File: src/rtl/uart_pkg.sv
// rtl/uart_pkg.sv - shared UART line-buffer types and default constants
package uart_pkg;

    // FILL collects bytes from the receiver, DRAIN replays them to the transmitter
    typedef enum logic {
        FILL  = 1'b0,
        DRAIN = 1'b1
    } line_state_e;

    localparam int         LINE_DEPTH_DEFAULT = 16;
    localparam logic [7:0] LINE_TERM_DEFAULT  = 8'h0A;

endpackage

File: src/rtl/uart_line_mem.sv
// rtl/uart_line_mem.sv - DEPTH x 8 line storage, one write port, one asynchronous read port
module uart_line_mem #(
    parameter int DEPTH = 16
) (
    input  logic                     clk,
    input  logic                     we,
    input  logic [$clog2(DEPTH)-1:0] waddr,
    input  logic [7:0]               wdata,
    input  logic [$clog2(DEPTH)-1:0] raddr,
    output logic [7:0]               rdata
);

    logic [7:0] mem_q [DEPTH];
    logic [7:0] mem_d [DEPTH];

    // Next array contents: hold everything, overwrite the addressed entry on a write
    always_comb begin
        mem_d = mem_q;
        if (we) begin
            mem_d[waddr] = wdata;
        end
    end

    // Storage is deliberately left unreset; stale bytes are never presented
    always_ff @(posedge clk) begin
        mem_q <= mem_d;
    end

    assign rdata = mem_q[raddr];

endmodule

File: src/rtl/uart_line_buffer.sv
// rtl/uart_line_buffer.sv - collects one terminated line, then drains it in arrival order
module uart_line_buffer
    import uart_pkg::*;
#(
    parameter int         DEPTH = LINE_DEPTH_DEFAULT,
    parameter logic [7:0] TERM  = LINE_TERM_DEFAULT
) (
    input  logic                   clk,
    input  logic                   RsTx,
    input  logic                   in_valid,
    output logic                   in_ready,
    input  logic [7:0]             in_data,
    output logic                   out_valid,
    input  logic                   out_ready,
    output logic [7:0]             out_data,
    output logic [$clog2(DEPTH):0] level,
    output logic                   overflow
);

    localparam int              AW         = $clog2(DEPTH);
    localparam int              LW         = AW + 1;
    localparam logic [LW-1:0]   LEVEL_LAST = LW'(DEPTH - 1);
    localparam logic [LW-1:0]   LEVEL_ONE  = LW'(1);

    line_state_e   state_q,    state_d;
    logic [AW-1:0] wr_ptr_q,   wr_ptr_d;
    logic [AW-1:0] rd_ptr_q,   rd_ptr_d;
    logic [LW-1:0] level_q,    level_d;
    logic          overflow_q, overflow_d;
    logic          run_q,      run_d;

    logic          mem_we;
    logic [7:0]    mem_rdata;

    uart_line_mem #(
        .DEPTH (DEPTH)
    ) u_mem (
        .clk   (clk),
        .we    (mem_we),
        .waddr (wr_ptr_q),
        .wdata (in_data),
        .raddr (rd_ptr_q),
        .rdata (mem_rdata)
    );

    // run_q keeps in_ready low while in reset and for no longer than one edge after release
    assign in_ready  = run_q && (state_q == FILL);
    assign out_valid = (state_q == DRAIN);
    assign out_data  = out_valid ? mem_rdata : 8'h00;
    assign level     = level_q;
    assign overflow  = overflow_q;

    // Next-state logic: fill until TERM or full, then drain until empty
    always_comb begin
        state_d    = state_q;
        wr_ptr_d   = wr_ptr_q;
        rd_ptr_d   = rd_ptr_q;
        level_d    = level_q;
        overflow_d = 1'b0;
        run_d      = 1'b1;
        mem_we     = 1'b0;
        case (state_q)
            FILL: begin
                if (in_valid && in_ready) begin
                    mem_we   = 1'b1;
                    wr_ptr_d = wr_ptr_q + AW'(1);
                    level_d  = level_q + LW'(1);
                    if (in_data == TERM) begin
                        state_d = DRAIN;
                    end else if (level_q == LEVEL_LAST) begin
                        // Line filled the buffer without a terminator: release it and flag
                        state_d    = DRAIN;
                        overflow_d = 1'b1;
                    end
                end
            end
            DRAIN: begin
                if (out_ready) begin
                    rd_ptr_d = rd_ptr_q + AW'(1);
                    level_d  = level_q - LW'(1);
                    if (level_q == LEVEL_ONE) begin
                        // Every line starts at slot 0, so pointers never wrap mid-line
                        state_d  = FILL;
                        wr_ptr_d = '0;
                        rd_ptr_d = '0;
                    end
                end
            end
            default: begin
                state_d = FILL;
            end
        endcase
    end

    // Control registers with asynchronous active-low reset
    always_ff @(posedge clk or negedge RsTx) begin
        if (!RsTx) begin
            state_q    <= FILL;
            wr_ptr_q   <= '0;
            rd_ptr_q   <= '0;
            level_q    <= '0;
            overflow_q <= 1'b0;
            run_q      <= 1'b0;
        end else begin
            state_q    <= state_d;
            wr_ptr_q   <= wr_ptr_d;
            rd_ptr_q   <= rd_ptr_d;
            level_q    <= level_d;
            overflow_q <= overflow_d;
            run_q      <= run_d;
        end
    end

endmodule

File: config.mk
export PLATFORM = sky130hd
export DESIGN_NAME = uart_line_buffer
export DESIGN_NICKNAME = d
export VERILOG_FILES = /design/src/rtl/uart_pkg.sv /design/src/rtl/uart_line_mem.sv /design/src/rtl/uart_line_buffer.sv
export SDC_FILE = /design/constraint.sdc
export NUM_CORES = 1
export LEC_CHECK = 0
export CAP_MARGIN = 25
export CORE_ASPECT_RATIO = 0.6
export CORE_MARGIN = 2
export CORE_UTILIZATION = 39
export DETAILED_ROUTE_END_ITERATION = 16
export PLACE_DENSITY = 0.63
export SLEW_MARGIN = 20
export SYNTH_ARGS = -nofsm -noshare
export SYNTH_HDL_FRONTEND = slang
export SYNTH_HIERARCHICAL = 1
export SYNTH_SLANG_ARGS = --single-unit
File: constraint.sdc
create_clock -name clk -period 2.8 [get_ports clk]
set_input_delay 0.42 -clock clk [delete_from_list [all_inputs] [get_ports clk]]
set_output_delay 0.42 -clock clk [all_outputs]
set_load 0.03 [all_outputs]
-- Yosys cells after proc, flatten, opt, wreduce, memory -nomap -nowiden
Index checks and enable logic that the tools add are counted.
- input port bits: 12
- logic and storage cells: 70
- register bits after elaboration: 144
- output and inout bits: 16
- add/sub/neg operators: 4
- equal/unequal tests: 6
- magnitude comparators: 3
- reductions and logical operators: 6
- bitwise logic cells: 3
- mux-type cells: 26
- operators by type and width (kind ; count):
    128-bit bitwise mux ; 1
    8-bit binary-select mux with 4-bit select ; 1
    8-bit demux with 4-bit select ; 1
    8-bit two-way mux ; 4
    4-bit two-way mux ; 4
    5-bit >= comparator, second input constant ; 2
    1-bit two-way mux ; 10
    5-bit two-way mux ; 2
    4-bit NOT with 5-bit output ; 2
    5-bit case mux with 2 select lines ; 1
    4-bit by 1-bit adder with 4-bit output, second input constant ; 2
    8-bit by 4-bit == test with 1-bit output, second input constant ; 1
    4-bit case mux with 2 select lines ; 1
    5-bit by 1-bit adder with 5-bit output, second input constant ; 1
    5-bit by 1-bit == test with 1-bit output, second input constant ; 1
    5-bit by 4-bit == test with 1-bit output, second input constant ; 1
    5-bit by 1-bit less-than comparator with 1-bit output, second input constant ; 1
    5-bit by 1-bit subtractor with 5-bit output, second input constant ; 1
    2-bit by 1-bit inequality test with 1-bit output, second input constant ; 2
    2-bit AND reduction ; 2
    1-bit logical AND ; 3
    3-bit AND reduction ; 1
    2-bit inequality test, second input constant ; 1
    1-bit case mux with 2 select lines ; 1
    1-bit NOT ; 1

-- Depth between registers and ports, before layout
- depth after elaboration: 6
- depth in mapped cells: 6
- gate-level depth less buffers: 5

-- Cells and area by module
Netlist, hierarchy kept.
- modules (own cells, without submodules) (module ; area each (um^2) ; times used ; seq. area each (um^2) ; cells each):
    uart_line_mem ; 5009.8 ; 1 ; 3843.7 ; 226
    uart_line_buffer ; 987.2 ; 1 ; 400.4 ; 97

-- Least setup slack after synthesis
Ideal clock, no wire load.
- path kind: flip-flop to flip-flop
- from: register state_q (netlist: out_valid)
- to: register u_mem/mem_q[112] (netlist name) (enable)
- stages on the path, launching flop included: 5
- path buffers: 0
- arrival: 2.032 ns
- slack: 0.373 ns
- path through: dfrtp_1 nand3b_2 clkinv_1 nand2_1 nor4_1
- cells in the longest elaborated chain, start to end: 5
- RTL lines (item ; line ; source):
    from (decl) ; uart_line_buffer.sv:25 ; line_state_e state_q, state_d;
    from (signal assigned) ; uart_line_buffer.sv:105 ; state_q <= state_d;
    1-bit NOT ; -- ;
    1-bit logical AND ; uart_line_buffer.sv:47 ; assign in_ready = run_q && (state_q == FILL);
    1-bit logical AND ; uart_line_buffer.sv:64 ; if (in_valid && in_ready) begin
    1-bit two-way mux ; uart_line_buffer.sv:64 ;
    1-bit two-way mux (*) ; uart_line_buffer.sv:62 ; case (state_q)
    net mem_we ; uart_line_buffer.sv:32 ; logic mem_we;
    to (signal assigned) ; uart_line_mem.sv:26 ; mem_q <= mem_d;
    to (decl) ; uart_line_mem.sv:13 ; logic [7:0] mem_q [DEPTH];
Mark *: on every way through the listed nets, which the timed path passes. The rest lies on a longest branch.
A chain may end at the register's enable or synchronous reset.

-- Worst setup path in the final report
- from: register rd_ptr_q[0]
- to: output out_data[4]
- cells in the longest elaborated chain, start to end: 5
- RTL lines (item ; line ; source):
    from (decl) ; uart_line_buffer.sv:27 ; logic [AW-1:0] rd_ptr_q, rd_ptr_d;
    from (signal assigned) ; uart_line_buffer.sv:107 ; rd_ptr_q <= rd_ptr_d;
    4-bit NOT with 5-bit output (implied by the code) ; uart_line_mem.sv:29 ; assign rdata = mem_q[raddr];
    8-bit binary-select mux with 4-bit select ; uart_line_mem.sv:29 ;
    8-bit two-way mux (implied by the code) (2 in a row) ; uart_line_mem.sv:29 ;
    net mem_rdata[4] ; uart_line_buffer.sv:33 ; logic [7:0] mem_rdata;
    8-bit two-way mux ; uart_line_buffer.sv:49 ; assign out_data = out_valid ? mem_rdata : 8'h00;
    to (decl) ; uart_line_buffer.sv:15 ; output logic [7:0] out_data,
The timed path passes the listed nets, and every way through them passes these cells. The select of a mux whose other input is x is not followed.

==> out/qor.txt <==
register bit total from synthesis: 144
Worst slew margin: 43.3%
Via Count: 3236
Die W: 164 um
Crit path required time: 2.38 ns
grt total ovfl: 0
WL per Instance: 21.9 um
fillcell total: 1239
Slew Limit Fails: 0
Synth Area in Adders: 1.25%
PwrDens: 925 nW/um2
first-pass GRT wire length: 20300 um
IO Port Bufs: 27
Crit. End Element: output pin
WHS: 0.462 ns
1st-iter DRT viols: 324
status: finished clean
Least-Margin Pin Slew: 0.839 ns
layout net count: 403
# setup viols final: 0
Crit Path Category: flip-flop to output pin
initial antenna violation count: 0
crit path buf inv count: 3
Util after Layout: 48.5%
core outline area: 15200 um2
final wirelength: 13200 um
post-DP HPWL: 8480 um
via/cell ratio: 5.38
CP peak stage delay: 0.53 ns
mapped cell area: 6000 um2
vias in the first global route: 3296
final worst path period need: 2.77 ns
Longest Clk Path Bufs: 2
mux contribution to synthesized area: 13.7%
maximum VDD drop: 0.504 mV
Worst-Skew Late Latency: 0.41 ns
XOR/XNOR Fraction of Synth Area: 0.438%
pin count of the biggest net entering global routing: 36
area leader, netlist: edfxtp_1
crit-path max FO: 17
EDFF count, synth: 128
Die Span Y: 100 um
CTS Sinks: 144
Met1 Wirelength: 6490 um
I/O pin total: 28
CTS tree: yes
CP cell instances: buf_12 > buf_4 > mux4_2 > a22oi_2 > nand2_1 > and2_1 > clkdlybuf4s15_2
syn avg cell area: 18.6 um2
Cell Rows: 35
post-route insts no fill: 601
ys flop type: edfxtp_1
share of post-route cells with drive strength above 1: 28.1%
share of the synthesized area in the top cell type: 64.1%
async set or reset register ratio after synthesis: 11.1%
Synth cell types: 50
All-Layer GR Usage: 17.4%
DR pass1 iterations: 5
top layer reached by signal wires: met4
Hold Fails Final Rpt: 0
pre-CTS setup slack: 0.0622 ns
worst setup margin: 0.0309 ns
compound-cell area share of the yosys netlist: 4.46%
startpoint types: flip-flop
Synth area leaders: edfxtp_1, mux4_2, dfrtp_1, mux4_1, a22oi_1
leading cell type in the layout, fill and taps excluded: edfxtp_1
combinational family with the most area after synthesis: multiplexers
fmax: 0.361 GHz
Setup Skew: 0.0120 ns
Met3 Wirelength: 873 um
Initial Utilization: 39.5%
commonest non-fill, non-tap cells in the layout: edfxtp_1, buf_4, mux4_2, nand2_1, clkdlybuf4s50_1
CTS root buf: clkbuf_16
post-route clock period utilization: 98.9%
placed instance count: 567
CTS H-tree lvls: 4
WL met2: 5750 um
antenna cells: 0
area delta synth->final: 23.0%
Yosys warning total: 6
min-delay worst type: input pin to async pin
die area: 16400 um2
max_cap viols: 0
Detail Route Antenna Nets: 0
clock transition at the registers of the reported paths: 0.06 ns
post-synthesis cell count: 323
Post-Synth Simple-Gate Area: 7.18%
Seq/Total Area, Yosys: 70.8%
CTS Buf Count: 17
CP max stage cell: mux4_2
RSZ-0062 raised after global routing: true
residual DRC count: 0
leakage power: 0.00248 uW
routability congestion estimate: 0.826
Mapped Nets: 341
crit path DAT: 2.35 ns
CP delay by family, top: buffers and inverters
==> logic make-up after synthesis <==
group / Yosys count
simple gates: 76
compound gates: 36
other cells: 1
mux: 37
flops: 144
fa+ha+maj: 6
xor+xnor: 3
buf+inv: 20
==> path summary, 6_finish.rpt <==
check                                        startpoint                         to  slack [ns]  cells after the start
min in group clk                rd_ptr_q[3]$_DFFE_PN0P_    rd_ptr_q[3]$_DFFE_PN0P_        0.62                      2
worst min register to register  rd_ptr_q[3]$_DFFE_PN0P_    rd_ptr_q[3]$_DFFE_PN0P_        0.62                      2
worst max register to register      out_valid$_DFF_PN0_  u_mem/mem_q[58]$_DFFE_PP_        0.79                      6
worst max-delay path            rd_ptr_q[0]$_DFFE_PN0P_                out_data[4]        0.03                      7
worst min-delay path                               RsTx            run_q$_DFF_PN0_        0.46                      1
max in group asynchronous                          RsTx    rd_ptr_q[0]$_DFFE_PN0P_        1.79                      1
==> area by class of cell <==
cell class	count	area [um2]	share of cell area [%]
multi-input combinational	159	1680	22.7
clock inverter	14	204	2.77
inverter	4	15.0	0.204
clock buffer	18	429	5.82
timing repair buffer	59	552	7.48
tap	203	254	3.44
sequential	144	4250	57.6
==> power breakdown <==
part,switching [uW],leakage (uW),internal (uW)
clock,895,0.000298,1510
combinational,888,0.000838,836
sequential,200,0.00135,2500
total,1980,0.00248,4840
==> worst register-to-register path: cells and delay by family (launching register included) <==
family	cells	cell delay, ns
flip-flops	1	0.51
buffers and inverters	2	0.47
AND/OR/NAND/NOR	4	0.74
==> sequential cells by signal, indices dropped and copies added (netlist names) <==
signal       cells
wr_ptr_q         4
level            5
rd_ptr_q         4
out_valid        1
u_mem/mem_q    128
overflow         1
run_q            1
==> cells in the mapped netlist, types with 3 or more instances <==
cell and number:
nor3_1 12, mux4_1 14, buf_6 3, edfxtp_1 128
nor2_1 8, clkdlybuf4s25_2 3, nor2b_1 4, mux2i_1 4
mux4_2 18, nand3_1 4, inv_1 3, nand2_1 21
clkbuf_1 5, nand2b_1 3, nor4_1 3, and2_1 9
buf_2 3, a211oi_1 3, a22oi_1 16, o21ai_0 3
dfrtp_1 16, ha_1 6
==> metal layers <==
| layer | global-route usage, % | vias up |
|---|---|---|
| li1 | - | 1444 |
| met1 | 27.4 | 1703 |
| met2 | 24.1 | 85 |
| met3 | 3.97 | 4 |
| met4 | 5.06 | 0 |
| met5 | 0 | - |
==> what timing repair did <==
| item | 4_1_cts | 5_1_grt |
|---|---|---|
| cloned | 0 | 0 |
| endpoints found under the setup margin | 8 | 8 |
| pin swaps | 1 | 0 |
| gates resized for setup | 31 | 7 |
| buffers inserted | 1 | 1 |
| hold buffers | 0 | 0 |
==> metrics by stage <==
stage / cell area (um2) / power, uW / TNS, ns
5_1_grt: 7370 / 7130 / -0.331
3_5_place_dp: 6690 / 4390 / 0
2_1_floorplan: 6000 / 3810 / 0
6_report: 7370 / 6820 / 0
4_1_cts: 7360 / 6850 / 0
3_3_place_gp: 6690 / 4360 / 0
No activity file was read; power rests on OpenSTA's default activity.
